**config.mk**
```make
export PLATFORM = sky130hd
export DESIGN_NAME = frac_block_feeder_flat
export DESIGN_NICKNAME = d
export VERILOG_FILES = /design/src/rtl/frac_pkg.sv /design/src/rtl/frac_block_feeder_if.sv /design/src/rtl/frac_row_bank.sv /design/src/rtl/frac_block_feeder.sv /design/src/flat_wrapper.sv
export SDC_FILE = /design/constraint.sdc
export NUM_CORES = 2
export LEC_CHECK = 0
export BUFFER_PORTS_ARGS = -buffer_cell sky130_fd_sc_hd__buf_4
export CELL_PAD_IN_SITES_DETAIL_PLACEMENT = 1
export CELL_PAD_IN_SITES_GLOBAL_PLACEMENT = 1
export CORE_MARGIN = 1
export CORE_UTILIZATION = 53
export DETAILED_ROUTE_END_ITERATION = 16
export GPL_TIMING_DRIVEN = 1
export PLACE_DENSITY = 0.88
export REMOVE_ABC_BUFFERS = 1
export SYNTH_ARGS = -nofsm -noshare
export SYNTH_HDL_FRONTEND = slang
export SYNTH_SLANG_ARGS = --single-unit
```
**constraint.sdc**
```tcl
create_clock -name clk -period 13.7 [get_ports clk]
set_input_delay 0.685 -clock clk [delete_from_list [all_inputs] [get_ports clk]]
set_output_delay 0.685 -clock clk [all_outputs]
set_load 0.01 [all_outputs]
```
**src/rtl/frac_pkg.sv**
```systemverilog
// Shared constants and encodings for the fractional-search block feeder.
package frac_pkg;

  localparam int ROWS   = 8;
  localparam int ROW_W  = 64;
  localparam int PIX_W  = 8;
  localparam int ROW_CW = $clog2(ROWS);

  // Lifecycle of one ping-pong bank.
  typedef enum logic [1:0] {
    BANK_EMPTY   = 2'd0,
    BANK_FILLING = 2'd1,
    BANK_FULL    = 2'd2
  } bank_state_t;

  // Read-side sequencer.
  typedef enum logic [1:0] {
    RD_IDLE   = 2'd0,
    RD_STREAM = 2'd1,
    RD_GAP    = 2'd2
  } rd_state_t;

endpackage

```
**src/rtl/frac_block_feeder_if.sv**
```systemverilog
// Row-pair input handshake plus the row stream toward the search stage.
interface frac_block_feeder_if;
  import frac_pkg::*;

  logic              in_valid;
  logic              in_ready;
  logic [ROW_W-1:0]  in_cur;
  logic [ROW_W-1:0]  in_ref;
  logic [ROW_W-1:0]  filter_pix;
  logic [ROW_W-1:0]  ref_pix;
  logic              input_ready;
  logic              out_valid;
  logic [ROW_CW-1:0] out_row;
  logic              busy;

  // The feeder itself.
  modport slave (
    input  in_valid, in_cur, in_ref,
    output in_ready, filter_pix, ref_pix, input_ready, out_valid, out_row, busy
  );

  // Whoever drives rows in and watches the stream.
  modport master (
    output in_valid, in_cur, in_ref,
    input  in_ready, filter_pix, ref_pix, input_ready, out_valid, out_row, busy
  );

endinterface

```
**src/rtl/frac_row_bank.sv**
```systemverilog
// Two-bank row store: one write port, one combinational read port.
// Entries hold {ref_row, cur_row}. No reset: a bank is only streamed after
// all of its rows have been rewritten, so stale contents are never observed.
module frac_row_bank
  import frac_pkg::*;
(
  input  logic                clk,
  input  logic                we,
  input  logic                wr_bank,
  input  logic [ROW_CW-1:0]   wr_row,
  input  logic [2*ROW_W-1:0]  wr_data,
  input  logic                rd_bank,
  input  logic [ROW_CW-1:0]   rd_row,
  output logic [2*ROW_W-1:0]  rd_data
);

  logic [2*ROW_W-1:0] mem [2*ROWS];

  // Store an accepted row pair at {bank,row}.
  always_ff @(posedge clk) begin
    if (we) mem[{wr_bank, wr_row}] <= wr_data;
  end

  assign rd_data = mem[{rd_bank, rd_row}];

endmodule

```
**src/rtl/frac_block_feeder.sv**
```systemverilog
// Ping-pong block feeder: loads 8x8 current/reference blocks one row per beat
// and streams each completed block as ROWS registered rows, then idles for at
// least GAP cycles so the search stage can get back to IDLE.
module frac_block_feeder
  import frac_pkg::*;
#(
  parameter int GAP = 2
) (
  input logic                clk,
  input logic                reset,
  frac_block_feeder_if.slave bus
);

  localparam int GAP_CW = (GAP < 2) ? 1 : $clog2(GAP + 1);

  logic [1:0]         bank_full;
  logic               wr_bank_reg;
  logic [ROW_CW-1:0]  wr_cnt_reg;
  logic               rd_bank_reg;
  rd_state_t          rd_st_reg, rd_st_next;
  logic [GAP_CW-1:0]  gap_cnt_reg, gap_cnt_next;
  logic [ROW_W-1:0]   filter_pix_reg, filter_pix_next;
  logic [ROW_W-1:0]   ref_pix_reg, ref_pix_next;
  logic               input_ready_reg, input_ready_next;
  logic               out_valid_reg, out_valid_next;
  logic [ROW_CW-1:0]  out_row_reg, out_row_next;
  logic [ROW_CW-1:0]  rd_row;
  logic [2*ROW_W-1:0] rd_data;
  logic               in_ready, accept, wr_last;
  logic               stream_start, stream_end;

  assign in_ready     = ~bank_full[wr_bank_reg];
  assign accept       = bus.in_valid & in_ready;
  assign wr_last      = accept && (wr_cnt_reg == ROW_CW'(ROWS - 1));
  assign stream_start = (rd_st_reg == RD_IDLE) && bank_full[rd_bank_reg];
  assign stream_end   = (rd_st_reg == RD_STREAM) && (out_row_reg == ROW_CW'(ROWS - 1));
  // Row to fetch for the next cycle: row 0 on a start, else the following row.
  assign rd_row       = (rd_st_reg == RD_STREAM) ? out_row_reg + ROW_CW'(1) : '0;

  genvar gi;
  generate
    for (gi = 0; gi < 2; gi++) begin : g_bank
      bank_state_t st_reg;
      // Walk one bank through EMPTY -> FILLING -> FULL -> EMPTY; the write
      // side never targets a FULL bank so the two updates cannot collide.
      always_ff @(posedge clk or posedge reset) begin
        if (reset) begin
          st_reg <= BANK_EMPTY;
        end else if (stream_end && (rd_bank_reg == 1'(gi))) begin
          st_reg <= BANK_EMPTY;
        end else if (accept && (wr_bank_reg == 1'(gi))) begin
          st_reg <= wr_last ? BANK_FULL : BANK_FILLING;
        end
      end
      assign bank_full[gi] = (st_reg == BANK_FULL);
    end
  endgenerate

  // Write pointer: row counter within the block and the bank being filled.
  always_ff @(posedge clk or posedge reset) begin
    if (reset) begin
      wr_cnt_reg  <= '0;
      wr_bank_reg <= 1'b0;
    end else if (accept) begin
      wr_cnt_reg <= wr_last ? '0 : wr_cnt_reg + ROW_CW'(1);
      if (wr_last) wr_bank_reg <= ~wr_bank_reg;
    end
  end

  frac_row_bank u_bank (
    .clk     (clk),
    .we      (accept),
    .wr_bank (wr_bank_reg),
    .wr_row  (wr_cnt_reg),
    .wr_data ({bus.in_ref, bus.in_cur}),
    .rd_bank (rd_bank_reg),
    .rd_row  (rd_row),
    .rd_data (rd_data)
  );

  // Read sequencer state, gap counter, read bank and registered outputs.
  always_ff @(posedge clk or posedge reset) begin
    if (reset) begin
      rd_st_reg       <= RD_IDLE;
      gap_cnt_reg     <= '0;
      rd_bank_reg     <= 1'b0;
      filter_pix_reg  <= '0;
      ref_pix_reg     <= '0;
      input_ready_reg <= 1'b0;
      out_valid_reg   <= 1'b0;
      out_row_reg     <= '0;
    end else begin
      rd_st_reg       <= rd_st_next;
      gap_cnt_reg     <= gap_cnt_next;
      if (stream_end) rd_bank_reg <= ~rd_bank_reg;
      filter_pix_reg  <= filter_pix_next;
      ref_pix_reg     <= ref_pix_next;
      input_ready_reg <= input_ready_next;
      out_valid_reg   <= out_valid_next;
      out_row_reg     <= out_row_next;
    end
  end

  // Next read state; the gap counter leaves GAP when its next value hits 0.
  always_comb begin
    rd_st_next   = rd_st_reg;
    gap_cnt_next = gap_cnt_reg;
    case (rd_st_reg)
      RD_IDLE: begin
        if (bank_full[rd_bank_reg]) rd_st_next = RD_STREAM;
      end
      RD_STREAM: begin
        if (stream_end) begin
          if (GAP == 0) begin
            rd_st_next = RD_IDLE;
          end else begin
            rd_st_next   = RD_GAP;
            gap_cnt_next = GAP_CW'(GAP);
          end
        end
      end
      RD_GAP: begin
        gap_cnt_next = gap_cnt_reg - GAP_CW'(1);
        if (gap_cnt_reg == GAP_CW'(1)) rd_st_next = RD_IDLE;
      end
      default: rd_st_next = RD_IDLE;
    endcase
  end

  // Next output row; everything is zeroed whenever no row is presented.
  always_comb begin
    filter_pix_next  = '0;
    ref_pix_next     = '0;
    input_ready_next = 1'b0;
    out_valid_next   = 1'b0;
    out_row_next     = '0;
    if (stream_start || ((rd_st_reg == RD_STREAM) && !stream_end)) begin
      filter_pix_next  = rd_data[ROW_W-1:0];
      ref_pix_next     = rd_data[2*ROW_W-1:ROW_W];
      input_ready_next = stream_start;
      out_valid_next   = 1'b1;
      out_row_next     = rd_row;
    end
  end

  assign bus.in_ready    = in_ready;
  assign bus.filter_pix  = filter_pix_reg;
  assign bus.ref_pix     = ref_pix_reg;
  assign bus.input_ready = input_ready_reg;
  assign bus.out_valid   = out_valid_reg;
  assign bus.out_row     = out_row_reg;
  assign bus.busy        = (|bank_full) | out_valid_reg;

endmodule

```
**src/flat_wrapper.sv**
```systemverilog
// flat-port wrapper written by rule: the top's interface ports become plain ports
module frac_block_feeder_flat import frac_pkg::*;
#(
  parameter int GAP = 2
)
  (clk, reset, bus_in_valid, bus_in_cur, bus_in_ref, bus_in_ready, bus_filter_pix, bus_ref_pix, bus_input_ready, bus_out_valid, bus_out_row, bus_busy);
  frac_block_feeder_if bus_i ();
  input logic clk;
  input logic reset;
  input wire logic [$bits(bus_i.in_valid)-1:0] bus_in_valid;
  input wire logic [$bits(bus_i.in_cur)-1:0] bus_in_cur;
  input wire logic [$bits(bus_i.in_ref)-1:0] bus_in_ref;
  output wire logic [$bits(bus_i.in_ready)-1:0] bus_in_ready;
  output wire logic [$bits(bus_i.filter_pix)-1:0] bus_filter_pix;
  output wire logic [$bits(bus_i.ref_pix)-1:0] bus_ref_pix;
  output wire logic [$bits(bus_i.input_ready)-1:0] bus_input_ready;
  output wire logic [$bits(bus_i.out_valid)-1:0] bus_out_valid;
  output wire logic [$bits(bus_i.out_row)-1:0] bus_out_row;
  output wire logic [$bits(bus_i.busy)-1:0] bus_busy;
  assign bus_i.in_valid = bus_in_valid;
  assign bus_i.in_cur = bus_in_cur;
  assign bus_i.in_ref = bus_in_ref;
  assign bus_in_ready = bus_i.in_ready;
  assign bus_filter_pix = bus_i.filter_pix;
  assign bus_ref_pix = bus_i.ref_pix;
  assign bus_input_ready = bus_i.input_ready;
  assign bus_out_valid = bus_i.out_valid;
  assign bus_out_row = bus_i.out_row;
  assign bus_busy = bus_i.busy;
  frac_block_feeder #(.GAP(GAP)) u_core (.clk(clk), .reset(reset), .bus(bus_i));
endmodule
```
==> run metrics <==
cell taking the most area after synthesis edfxtp_1; # nets final 5,420; critical path launch point type flip-flop; outcome completed; Static Leak 0.0304 uW; DRT Pass-1 Iters 5; CTS tree done; post-synthesis sequential area ratio 0.764; clk_skew 0.0729 ns; largest net degree at the start of global routing 190; Iter 0 DRT Violations 7,431; clock power share 0.292; post-CTS setup repair buffer count 0; largest family of logic cells by synthesized area compound AO/OA/AOI/OAI gates; DRT Wirelength 270,000 um; Reg clk slew, reported paths 0.06 ns; grt peak-use layer met2; Clock Latency Late Sink 0.89 ns; Row Count 146; DIE AREA 0.162 mm^2; CTS Sinks 2,194; hold path startpoint bus_in_ref[15]; die height 403 um; CP endpoint kind flip-flop; fill cell count 14,000; Sw Share 0.348; combinational power share 0.289; routing usage on met2 0.548; Post-Layout Cell Count 7,638; Vias/cell 7.00; vias in the first global route 57,300; Min Hold Slack 0.0912 ns; CP arrival 7.08 ns; end of the worst hold path u_core.u_bank.mem[12][79]; Critical Path Source u_core.bus.out_row[0]; DRC viols 0; fmax 157 MHz; CTS H-tree lvls 4; mux contribution to synthesized area 0.0344; multi-input logic area 0.0182 mm^2; total CTS buffers 212; r2r setup slk 7.33 ns; final worst-path cycle share 0.465; FF-to-FF path depth 9; Reg area 0.0652 mm^2; met1 Usage GRT 0.410; FF-to-FF Start u_core.bus.out_row[0]; Finished Cell Area 0.0960 mm^2; Post-DRT Antenna Nets 0; CTS max path bufs 3; Port-buffer cells 265; r2r endpoint u_core.bus.filter_pix[47]; Total Routing Usage GR 0.328; Avg Cell Area, Syn 16.5 um^2; max-slew violation count 0; die width 403 um; Post-Place Cells 7,212; Synth area leaders edfxtp_1 72%, dfrtp_1 4.3%, mux2_2 3.4%; switching pwr 7100 uW; Setup CP Type flip-flop to flip-flop; clk root buf clkbuf_16; Post-Synth Adder-Cell Area 0.00117; Yosys top cell area share 0.721; Area Growth Syn to Fin 12.6%; worst-path fanout max 83; #FFs+latches synth 2,194; xor and xnor area share after synthesis 0.000103; Hold Fails Final Rpt 0; max reg flops 2,048; yosys warns 0; share of power burned in registers 0.419; Syn Std Cell Area 0.0853 mm^2; setup ws final 7.33 ns; Initial Utilization 0.536; DP HPWL 125,000 um; initial antenna violation count 35; Post-Synth Simple-Gate Area 0.0485; first-pass GRT wire length 389,000 um; gpl congestion 0.766; dpl cell area 0.0889 mm^2; PD cells 213 mW/mm^2; post-route minimum period 6.37 ns; met3 Use GR 0.0662; IO Pins 266; Rel. slew slack 0.0529; Remaining Overflow, GRT 0; vias 53,500; Core Region 0.159 mm^2; setup violators final 0; MaxCap Viol Count 0; WP data required 14.42 ns; Min-Delay Path Depth 1; Total Power 20,400 uW; Post-Syn Instances 5,159; HP Class input port to flip-flop; worst IR drop on VDD 0.329 mV; RSZ-0062 raised after global routing no; wire length per cell 35.4 um; Netlist cell types 34; cell internal pwr 13,300 uW; actual slew at the worst max-slew pin 1.42 ns; layout cells sized above 1 0.173; complex-gate fraction of the synthesized area 0.127; dpl ws 7.64 ns
[synth_stat cells (all sizes together)]
cell type,n
nand2,13
mux2,257
mux2i,4
nor3,263
buf,203
nor3b,2
or4b,1
ha,8
a211oi,260
edfxtp,2048
a22oi,1
a21oi,260
inv,7
a311oi,1
xnor2,1
dfrtp,146
o221ai,256
clkbuf,233
and3b,1
and2b,1
a31oi,2
nand3,3
nand2b,5
o32a,256
nor2,274
o21ai,3
o21a,257
nand3b,4
nor2b,259
o22ai,129
o211a,1
[what timing repair did]
| action | CTS | global route |
|---|---|---|
| hold buffers | 1 | 0 |
| hold endpoints to repair | 57 | 0 |
| gates resized for setup | 0 | 0 |
[worst max-delay path, stage by stage, from the launching register on]
cell and delay, ns:
dfrtp_4 0.71, buf_4 0.85, buf_4 0.88, buf_4 0.93
buf_4 0.77, buf_4 0.85, mux2_2 0.43, o221ai_1 0.22
o32a_1 0.24, o22ai_1 0.09
[placed cells by master, fill, tap and decap left out, types with 6 or more instances in the layout]
cell       instances
nor3_1           259
clkbuf_1          63
a21oi_1          260
nor2_4            12
buf_4            325
inv_1              6
ha_1               6
clkbuf_16        213
mux2_2           257
o221ai_1         256
o22ai_1          129
dfrtp_1          145
clkinv_2          44
clkbuf_8          31
nor2b_1          259
o32a_1           256
a211oi_1         260
clkinv_1          18
bufinv_16         14
diode_2           20
edfxtp_1        2048
o21a_1           257
nand2_1           12
nor2_1           262
buf_12            18
[area by class of cell]
type | count | area share
antenna | 20 | 0.000521
clock buffer | 307 | 0.0624
clock inverter | 98 | 0.0113
inverter | 7 | 0.000352
multi-input combinational | 2522 | 0.189
sequential | 2194 | 0.679
tap | 2146 | 0.0280
timing repair buffer | 344 | 0.0293
[metal layers]
| layer | vias to the layer above | share of wire |
|---|---|---|
| li1 | 21100 | - |
| met1 | 27700 | 0.36 |
| met2 | 3841 | 0.50 |
| met3 | 825 | 0.094 |
| met4 | 30 | 0.048 |
| met5 | - | 0.00068 |
[stage by stage]
stage / util / setup TNS (ns)
finish: 0.603 / 0
global route: 0.603 / 0
CTS: 0.603 / 0
detailed placement: 0.558 / 0
global placement: 0.558 / 0
floorplan: - / -4744.20
[power groups by stage]
stage / Sequential (uW) / Clock, uW / Combinational, uW
final: 8550 / 5980 / 5910
after detailed placement: 8640 / 0 / 5630
after global placement: 8590 / 0 / 5340
after global routing: 8580 / 6200 / 6100
after CTS: 8540 / 6000 / 5800
after floorplan: 8920 / 0 / 3750
[cells by family (layout without fill, tap and decap cells)]
family / after synthesis / in the layout
muxes: 261 / 261
xor gates and xnor gates: 1 / 1
buffers and inverters: 443 / 756
and+or+nand+nor: 826 / 826
AOI/OAI and AO/OA: 1426 / 1426
adders and majority gates: 8 / 8
other: 0 / 20
DFF: 2194 / 2194
[worst max path at each step]
stage	endpoint	depth (start not counted)
after floorplan	u_core.bus.filter_pix[63]	4
after detailed placement	u_core.bus.filter_pix[1]	9
final	u_core.bus.filter_pix[47]	9
after global placement	u_core.bus.filter_pix[41]	9
after global routing	u_core.bus.filter_pix[47]	9
after CTS	u_core.bus.filter_pix[47]	9
No activity file was read; power rests on OpenSTA's default activity.
